### src/rtl/olivia_mc_ctrl_pkg.sv
// Shared definitions for the Olivia multi-cycle control sequencer.
// Holds the LEGv8 opcodes, FSM state encodings, instruction classes and mux encodings.
package olivia_mc_ctrl_pkg;

  localparam logic [10:0] OP_ADD  = 11'h458;
  localparam logic [10:0] OP_SUB  = 11'h658;
  localparam logic [10:0] OP_AND  = 11'h450;
  localparam logic [10:0] OP_ORR  = 11'h550;
  localparam logic [10:0] OP_LDUR = 11'h7C2;
  localparam logic [10:0] OP_STUR = 11'h7C0;

  // CB- and B-format opcodes are shorter than 11 bits; the rest of the field is immediate.
  localparam logic [7:0]  OP_CBZ_PFX = 8'hB4;
  localparam logic [5:0]  OP_B_PFX   = 6'h05;

  localparam logic [1:0] PC_SRC_SEQ = 2'd0;
  localparam logic [1:0] PC_SRC_BR  = 2'd1;

  localparam logic [1:0] ALU_OP_ADD   = 2'd0;
  localparam logic [1:0] ALU_OP_PASSB = 2'd1;
  localparam logic [1:0] ALU_OP_FUNCT = 2'd2;

  typedef enum logic [2:0] {
    ST_FETCH  = 3'd0,
    ST_DECODE = 3'd1,
    ST_EXEC   = 3'd2,
    ST_MEM    = 3'd3,
    ST_WB     = 3'd4,
    ST_HALT   = 3'd5,
    ST_FAULT  = 3'd6
  } state_t;

  typedef enum logic [2:0] {
    CLS_R       = 3'd0,
    CLS_LD      = 3'd1,
    CLS_ST      = 3'd2,
    CLS_CBZ     = 3'd3,
    CLS_B       = 3'd4,
    CLS_ILLEGAL = 3'd5
  } insn_class_t;

  function automatic logic is_mem_class(input insn_class_t c);
    return (c == CLS_LD) || (c == CLS_ST);
  endfunction

endpackage

### src/rtl/olivia_mc_ctrl_opdecode.sv
// Combinational opcode classifier: maps IR[31:21] to an instruction class.
// Shared between the multi-cycle sequencer and the single-cycle decode.
module olivia_mc_ctrl_opdecode
  import olivia_mc_ctrl_pkg::*;
#(
  parameter int OPC_W = 11
) (
  input  logic [OPC_W-1:0] opcode,
  output logic [2:0]       insn_class
);

  always_comb begin
    insn_class = CLS_ILLEGAL;
    if (opcode == OPC_W'(OP_ADD) || opcode == OPC_W'(OP_SUB) ||
        opcode == OPC_W'(OP_AND) || opcode == OPC_W'(OP_ORR)) begin
      insn_class = CLS_R;
    end else if (opcode == OPC_W'(OP_LDUR)) begin
      insn_class = CLS_LD;
    end else if (opcode == OPC_W'(OP_STUR)) begin
      insn_class = CLS_ST;
    end else if (opcode[OPC_W-1 -: 8] == OP_CBZ_PFX) begin
      insn_class = CLS_CBZ;
    end else if (opcode[OPC_W-1 -: 6] == OP_B_PFX) begin
      insn_class = CLS_B;
    end
  end

endmodule

### src/rtl/olivia_mc_ctrl.sv
// Multi-cycle control FSM for the Olivia LEGv8 core: one shared memory port,
// handshaked fetch/data access, sticky fault on illegal opcode or memory timeout.
module olivia_mc_ctrl
  import olivia_mc_ctrl_pkg::*;
#(
  parameter int OPC_W       = 11,
  parameter int MEM_TIMEOUT = 255
) (
  input  logic             clk,
  input  logic             rst,
  input  logic [OPC_W-1:0] opcode,
  input  logic             ir_zero,
  input  logic             alu_zero,
  input  logic             mem_ready,
  input  logic             halt_req,
  output logic             mem_req,
  output logic             mem_we,
  output logic             mem_addr_sel,
  output logic             ir_write,
  output logic             pc_write,
  output logic [1:0]       pc_src,
  output logic             reg2loc,
  output logic             alu_src_b,
  output logic [1:0]       alu_op,
  output logic             mem_to_reg,
  output logic             reg_write,
  output logic [2:0]       state_o,
  output logic             halted,
  output logic             fault
);

  localparam int CNT_W = $clog2(MEM_TIMEOUT + 1);

  state_t            state;
  state_t            state_next;
  insn_class_t       cls;
  logic [2:0]        cls_raw;
  logic [CNT_W-1:0]  wait_cnt;
  logic              timeout_hit;
  logic              fetch_hold;

  olivia_mc_ctrl_opdecode #(
    .OPC_W (OPC_W)
  ) u_opdecode (
    .opcode     (opcode),
    .insn_class (cls_raw)
  );

  assign cls         = insn_class_t'(cls_raw);
  assign timeout_hit = (wait_cnt == CNT_W'(MEM_TIMEOUT - 1));
  // wait_cnt is zero only in the first FETCH cycle, before any request has gone out.
  assign fetch_hold  = (state == ST_FETCH) && (wait_cnt == '0) && halt_req;

  always_ff @(posedge clk or negedge rst) begin
    if (!rst) begin
      state <= ST_FETCH;
    end else begin
      state <= state_next;
    end
  end

  always_ff @(posedge clk or negedge rst) begin
    if (!rst) begin
      wait_cnt <= '0;
    end else if (state_next != state) begin
      wait_cnt <= '0;
    end else if ((state == ST_FETCH || state == ST_MEM) && !mem_ready) begin
      wait_cnt <= wait_cnt + CNT_W'(1);
    end
  end

  always_comb begin
    state_next = state;
    case (state)
      ST_FETCH: begin
        if (fetch_hold) begin
          state_next = ST_HALT;
        end else if (mem_ready) begin
          state_next = ST_DECODE;
        end else if (timeout_hit) begin
          state_next = ST_FAULT;
        end
      end
      ST_HALT: begin
        if (!halt_req) begin
          state_next = ST_FETCH;
        end
      end
      ST_DECODE: begin
        if (ir_zero) begin
          state_next = ST_FETCH;
        end else if (cls == CLS_ILLEGAL) begin
          state_next = ST_FAULT;
        end else begin
          state_next = ST_EXEC;
        end
      end
      ST_EXEC: begin
        if (cls == CLS_R) begin
          state_next = ST_WB;
        end else if (is_mem_class(cls)) begin
          state_next = ST_MEM;
        end else begin
          state_next = ST_FETCH;
        end
      end
      ST_MEM: begin
        if (mem_ready) begin
          state_next = (cls == CLS_LD) ? ST_WB : ST_FETCH;
        end else if (timeout_hit) begin
          state_next = ST_FAULT;
        end
      end
      ST_WB:    state_next = ST_FETCH;
      ST_FAULT: state_next = ST_FAULT;
      default:  state_next = ST_FAULT;
    endcase
  end

  // Strobes are forced low while reset is held so an in-flight request drops at once.
  always_comb begin
    mem_req      = 1'b0;
    mem_we       = 1'b0;
    mem_addr_sel = 1'b0;
    ir_write     = 1'b0;
    pc_write     = 1'b0;
    pc_src       = PC_SRC_SEQ;
    reg2loc      = 1'b0;
    alu_src_b    = 1'b0;
    alu_op       = ALU_OP_ADD;
    mem_to_reg   = 1'b0;
    reg_write    = 1'b0;
    halted       = 1'b0;
    fault        = 1'b0;
    state_o      = state;
    if (rst) begin
      case (state)
        ST_FETCH: begin
          if (!fetch_hold) begin
            mem_req = 1'b1;
            if (mem_ready) begin
              ir_write = 1'b1;
              pc_write = 1'b1;
              pc_src   = PC_SRC_SEQ;
            end
          end
        end
        ST_DECODE: begin
          reg2loc = (cls == CLS_ST) || (cls == CLS_CBZ);
        end
        ST_EXEC: begin
          case (cls)
            CLS_R: begin
              alu_src_b = 1'b0;
              alu_op    = ALU_OP_FUNCT;
            end
            CLS_LD, CLS_ST: begin
              alu_src_b = 1'b1;
              alu_op    = ALU_OP_ADD;
            end
            CLS_CBZ: begin
              alu_op  = ALU_OP_PASSB;
              reg2loc = 1'b1;
              if (alu_zero) begin
                pc_write = 1'b1;
                pc_src   = PC_SRC_BR;
              end
            end
            CLS_B: begin
              pc_write = 1'b1;
              pc_src   = PC_SRC_BR;
            end
            default: ;
          endcase
        end
        ST_MEM: begin
          mem_req      = 1'b1;
          mem_addr_sel = 1'b1;
          mem_we       = (cls == CLS_ST);
        end
        ST_WB: begin
          reg_write  = 1'b1;
          mem_to_reg = (cls == CLS_LD);
        end
        ST_HALT:  halted = 1'b1;
        ST_FAULT: fault  = 1'b1;
        default: ;
      endcase
    end
  end

endmodule
### config.mk
export PLATFORM = sky130hd
export DESIGN_NAME = olivia_mc_ctrl
export DESIGN_NICKNAME = d
export VERILOG_FILES = /design/src/rtl/olivia_mc_ctrl_pkg.sv /design/src/rtl/olivia_mc_ctrl_opdecode.sv /design/src/rtl/olivia_mc_ctrl.sv
export SDC_FILE = /design/constraint.sdc
export NUM_CORES = 1
export LEC_CHECK = 0
export CELL_PAD_IN_SITES_DETAIL_PLACEMENT = 0
export CELL_PAD_IN_SITES_GLOBAL_PLACEMENT = 1
export CORE_MARGIN = 1
export CORE_UTILIZATION = 35
export CTS_BUF_LIST = sky130_fd_sc_hd__clkbuf_2 sky130_fd_sc_hd__clkbuf_4 sky130_fd_sc_hd__clkbuf_8
export CTS_CLUSTER_DIAMETER = 60
export DETAILED_ROUTE_END_ITERATION = 12
export PLACE_DENSITY = 0.83
export SLEW_MARGIN = 20
export SYNTH_ARGS = -nofsm -noshare
export SYNTH_HDL_FRONTEND = slang
export SYNTH_SLANG_ARGS = --single-unit
### constraint.sdc
create_clock -name clk -period 2.5 [get_ports clk]
set_clock_uncertainty 0.1 [all_clocks]
set_input_delay 0.5 -clock clk [delete_from_list [all_inputs] [get_ports clk]]
set_output_delay 0.5 -clock clk [all_outputs]
set_load 0.02 [all_outputs]
==> impl_metrics.toml, run 1 <==
[status]
outcome = "finished with violations"
violations = "negative setup slack"

[sta]
timing.setup.tns_ns = -0.129
fin_crit_sh_pct = 104
fmax_mhz = 386
slew_viol_final = 0
setup_viol = 3
finalHoldViolations = 0
fin_ws_ns = -0.0938
period_minus_slack_ns = 2.59
rsz0062_at_grt = "yes"
whs_ns = 0.222

[power_and_ir_drop]
pwr-share-seq_pct = 18.4
p_int_mw = 0.753
p_clk_share_pct = 9.3
p_switching_mw = 0.706
pwr-share-comb_pct = 72.2
p_per_area_nw_per_um2 = 746
power_mw = 1.46
p_leak_nw = 0.866
vdd_drop_max_mv = 0.346
switching_share_pct = 48.4

[route]
highest_layer = "met4"
wl_um = 3760
viasPerCell = 5.31
drtIter0Drc = 48
wl_per_cell_um = 14.6
ant_nets = 0
drc = 0
wl_met1_um = 1470
wl_met2_um = 2010
drtPass1Iterations = 6
num_vias = 1369
met3_length_um = 152

[critical_path]
crit_buf_inv = 1
critical_path_required_ns = 1.90
cp_max_fo = 2
start_kind = "register"
arrival_ns = 1.99
max_stage_delay_ns = 0.55
path_class = "reg2out"
crit_family = "simple AND/OR/NAND/NOR gates"
path_cells = "or4_4 > nor4_4 > nor3_2 > and3_1 > or2_1 > buf_6"
r2r-end = "wait_cnt[5]"
crit_path_end_kind = "primary output"
r2r_setup_slack_ns = 0.32
reg2regPathDepth = 7
crit_slowest_cell = "or4_4"
r2r-start = "state_o[1]"

[floorplan]
die_y_um = 59.4
rows = 20
dieArea_um2 = 3530
core_area_um2 = 3100
initial_utilization_pct = 37.2
die_x_um = 59.4
ios = 35

[synth]
syn-num-nets = 153
synthFlopType = "dfrtp_1"
yosys.area.top_type = "dfrtp_1"
ys_seq_elements = 11
synthArstFlopShare_pct = 100
yosysWarnings = 0
yosys.cell_count.top_type = "nand2_1"
synth_area_leaders = "dfrtp_1 (24%), nor4_4 (5.5%), nand2_1 (5.2%)"
synth_area_um2 = 1150
synth_edf_count = 0
synth_top_area_share_pct = 23.8
synth.distinct_cells = 48
synthCells = 133
postSynthAreaPerCell_um2 = 8.68
netlist_top_cells_count = "nand2_1 (16), dfrtp_1 (11), nor2_1 (10)"
yosysSeqAreaShare_pct = 23.8

[layout]
register_area_um2 = 277
multi_input_area_um2 = 887
final_nets = 235
antenna_cells = 0
n_fill_cell = 287
fin_cells = 258
area_growth_pct = 69.3
fin_area_um2 = 1960
final_util_pct = 63.0
drive_above_1_share_pct = 43.5

[placed_design]
dp_slack_ns = -0.752
placed_area_um2 = 1830
dpl.hpwl_um = 2980
numPortBuffers = 33
placedCellCount = 249
place.gp.congestion = 0.891

[clock_network]
ctsHoldBuffers = 0
clkTransAtPathRegs_ns = 0.07
cts_tree = "done"
clkLatencyLatePin_ns = 0.28
cts_sinks = 11
clockBufferDepth = 2
root_buffer = "clkbuf_4"
htreeDepth = 1
cts_buffers = 3

[min_path]
min_path_type = "in2async"

[global_routing]
grt_max_degree = 11
gr-total-overflow = 0
grt.total_usage_pct = 22.8
grt_pass1_wl_um = 6000
grt_pass1_vias = 1370
antenna_found_initial = 0

[flow_run]
maxCapViolations = 0
==> metal layers <==
metal	up-vias	GRT usage (%)
li1	659	-
met1	651	25.3
met2	45	41.6
met3	14	5.46
met4	0	8.50
met5	-	0
==> repair_timing <==
item | CTS | global route
endpoints found under the setup margin | 14 | 9
gates resized for setup | 72 | 10
pin swaps | 9 | 5
setup buffers | 5 | 0
endpoints found under the hold margin | 0 | 0
==> layout make-up <==
class | instances | share of cell area [%]
Multi-Input combinational cell | 111 | 45.4
Timing Repair Buffer | 82 | 35.0
Sequential cell | 11 | 14.1
Tap cell | 44 | 2.82
Clock buffer | 4 | 1.54
Inverter | 6 | 1.15
==> flip-flops by register name, indices dropped and copies added, names as in the netlist <==
name,flops
state_o,3
wait_cnt,8
==> cells in the final DEF (no fill, tap or decap), drive strengths merged, types with 3 or more instances in the layout <==
cell type / synthesis / final
a21oi: 7 / 7
ha: 3 / 3
dlygate4sd2: 0 / 8
o21ai: 4 / 4
nand4: 5 / 5
inv: 6 / 6
xor2: 5 / 5
dfrtp: 11 / 11
buf: 3 / 55
clkdlybuf4s50: 0 / 8
nand2: 16 / 16
clkbuf: 2 / 5
nor2: 10 / 10
nor3: 8 / 8
clkdlybuf4s15: 0 / 9
nor2b: 3 / 3
nand3: 8 / 8
nor4: 12 / 12
==> power groups by stage <==
stage	sequential, mW	clock (mW)	combinational, mW
2_1_floorplan	0.286	0	0.592
3_3_place_gp	0.264	0	0.999
3_5_place_dp	0.263	0	1.02
4_1_cts	0.265	0.140	1.02
5_1_grt	0.275	0.149	1.13
6_report	0.269	0.136	1.05
==> worst max-delay path by stage <==
| stage | start | endpoint | slack [ns] | cells after the start |
|---|---|---|---|---|
| 5_1_grt | wait_cnt[4] | pc_write | -0.17 | 6 |
| 4_1_cts | wait_cnt[4] | pc_write | -0.19 | 6 |
| 2_1_floorplan | opcode[2] | reg2loc | 0.04 | 5 |
| 3_5_place_dp | opcode[2] | reg2loc | -0.75 | 7 |
| 3_3_place_gp | opcode[2] | reg2loc | -0.69 | 7 |
| 6_report | wait_cnt[4] | pc_write | -0.09 | 6 |
==> logic make-up (layout without fill, tap and decap cells) <==
group	Yosys count	count (layout)	synth area share, %
AOI/OAI and AO/OA	19	19	14.0
muxes	2	2	1.73
DFF	11	11	23.8
other	1	1	0.325
adders and majority gates	3	3	3.25
and+or+nand+nor	79	79	45.7
xor gates and xnor gates	7	7	5.31
buffers and inverters	11	92	5.85
Note: power is estimated with default switching activity, not from simulation.
==> run 2: changes to the inputs <==
--- a/config.mk
+++ b/config.mk
@@ -5,11 +5,12 @@
 export SDC_FILE = /design/constraint.sdc
 export NUM_CORES = 1
 export LEC_CHECK = 0
+export CAP_MARGIN = 0
 export CELL_PAD_IN_SITES_DETAIL_PLACEMENT = 0
 export CELL_PAD_IN_SITES_GLOBAL_PLACEMENT = 1
 export CORE_MARGIN = 1
 export CORE_UTILIZATION = 35
-export CTS_BUF_LIST = sky130_fd_sc_hd__clkbuf_2 sky130_fd_sc_hd__clkbuf_4 sky130_fd_sc_hd__clkbuf_8
+export CTS_BUF_LIST = sky130_fd_sc_hd__clkbuf_8
 export CTS_CLUSTER_DIAMETER = 60
 export DETAILED_ROUTE_END_ITERATION = 12
 export PLACE_DENSITY = 0.83
==> run 2 against run 1 <==
Net effect: the run still ends with negative setup slack left; flip-flop and latch count is the same; non-clock buffer count decreased by 2; global-route usage grew 0.91 points; worst setup slack improved by 0.028 ns; via count is 0.51% higher; die area unchanged; critical path depth is the same; sequential share of layout area is 0.18 points lower; largest cell class unchanged.
==> impl_metrics.toml, run 2 (synthesis results as in run 1) <==
[route]
wl_per_cell_um = 15.4
drtIter0Drc = 86
wl_um = 3950
num_vias = 1376
viasPerCell = 5.38
drtPass1Iterations = 4
drc = 0
ant_nets = 0

[floorplan]
ios = 35
initial_utilization_pct = 37.2
dieArea_um2 = 3530
core_area_um2 = 3100
die_y_um = 59.4
die_x_um = 59.4
rows = 20

[sta]
finalHoldViolations = 0
whs_ns = 0.278
fmax_mhz = 390
setup_viol = 2
period_minus_slack_ns = 2.57
rsz0062_at_grt = "yes"
fin_ws_ns = -0.0661
fin_crit_sh_pct = 103
slew_viol_final = 0

[critical_path]
path_cells = "or4_4 > nor4_4 > nor3_2 > and3_1 > or2_1 > buf_6"
reg2regPathDepth = 7
max_stage_delay_ns = 0.55
crit_family = "simple AND/OR/NAND/NOR gates"
arrival_ns = 1.97
worstSetupPathDepth = 6
start_kind = "register"
crit_buf_inv = 1
cp_max_fo = 2
path_class = "reg2out"
critical_path_required_ns = 1.90
crit_slowest_cell = "or4_4"
crit_path_end_kind = "primary output"

[power_and_ir_drop]
p_leak_nw = 0.912
vdd_drop_max_mv = 0.465
p_per_area_nw_per_um2 = 774

[flow_run]
maxCapViolations = 0

[global_routing]
grt_pass1_vias = 1392
antenna_found_initial = 0
gr-total-overflow = 0
grt_max_degree = 11
grt.total_usage_pct = 23.7
grt_pass1_wl_um = 6270

[placed_design]
dpl.hpwl_um = 2980
numPortBuffers = 33
place.gp.congestion = 0.891
placed_area_um2 = 1830

[layout]
mostFrequentLayoutCells = "buf_4 (48), nand2_1 (15), dfrtp_1 (11)"
final_nets = 233
area_growth_pct = 70.7
drive_above_1_share_pct = 44.3
top_register = "wait_cnt"
largest_register_ffs = 8
layout_commonest_cell = "buf_4"
fin_area_um2 = 1970
antenna_cells = 0

[clock_network]
cts_sinks = 11
cts_buffers = 3
clockBufferDepth = 2
clkLatencyLatePin_ns = 0.24
cts_tree = "done"
clkTransAtPathRegs_ns = 0.05
htreeDepth = 1
root_buffer = "clkbuf_8"
ctsHoldBuffers = 0

[min_path]
min_path_type = "in2async"

[status]
violations = "negative setup slack"
outcome = "finished with violations"
run 2: timing repair:
item                                    4_1_cts  5_1_grt
endpoints found under the setup margin       14       19
setup buffers                                 3        0
gates resized for setup                      69       18
pin swaps                                     8        6
run 2: path summary, 6_finish.rpt:
path,startpoint,end,slack (ns)
worst max-delay path,wait_cnt[4],pc_write,-0.07
worst min-delay path,rst,state_o[2],0.28
worst max register to register,state_o[1],wait_cnt[5],0.25
worst min register to register,wait_cnt[7],wait_cnt[7],0.57
max in group asynchronous,rst,wait_cnt[6],1.82
min in group clk,wait_cnt[7],wait_cnt[7],0.57
run 2: power by group:
group | switching [mW] | internal (mW) | total (mW)
logic | 0.612 | 0.470 | 1.08
clock network | 0.0685 | 0.108 | 0.176
registers | 0.0567 | 0.210 | 0.267
total | 0.737 | 0.789 | 1.53
run 2: per-layer routing:
layer / wire length [um] / track usage, % / vias to the layer above
met3: 194 / 4.37 / 13
met2: 2160 / 43.5 / 48
met4: 99 / 9.86 / 0
li1: - / - / 652
met5: 0 / 0 / -
met1: 1490 / 26.5 / 663
run 2: final cells by class:
| class | count | area (um^2) |
|---|---|---|
| inverter | 6 | 22.5 |
| multi-input combinational | 111 | 913 |
| clock inverter | 1 | 3.75 |
| timing repair buffer | 80 | 661 |
| tap | 44 | 55.1 |
| clock buffer | 3 | 41.3 |
| fill | 276 | 1130 |
| sequential | 11 | 275 |
run 2: per-stage QoR:
stage	setup slack, ns	std cells	utilization, %	power, mW	TNS [ns]
5_1_grt	-0.123	256	63.5	1.62	-0.188
3_3_place_gp	-0.685	249	59.0	1.26	-6.79
4_1_cts	-0.144	256	62.2	1.48	-0.385
3_5_place_dp	-0.752	249	59.0	1.28	-7.69
6_report	-0.0661	256	63.5	1.53	-0.0773
2_1_floorplan	0.0390	133	-	0.878	0
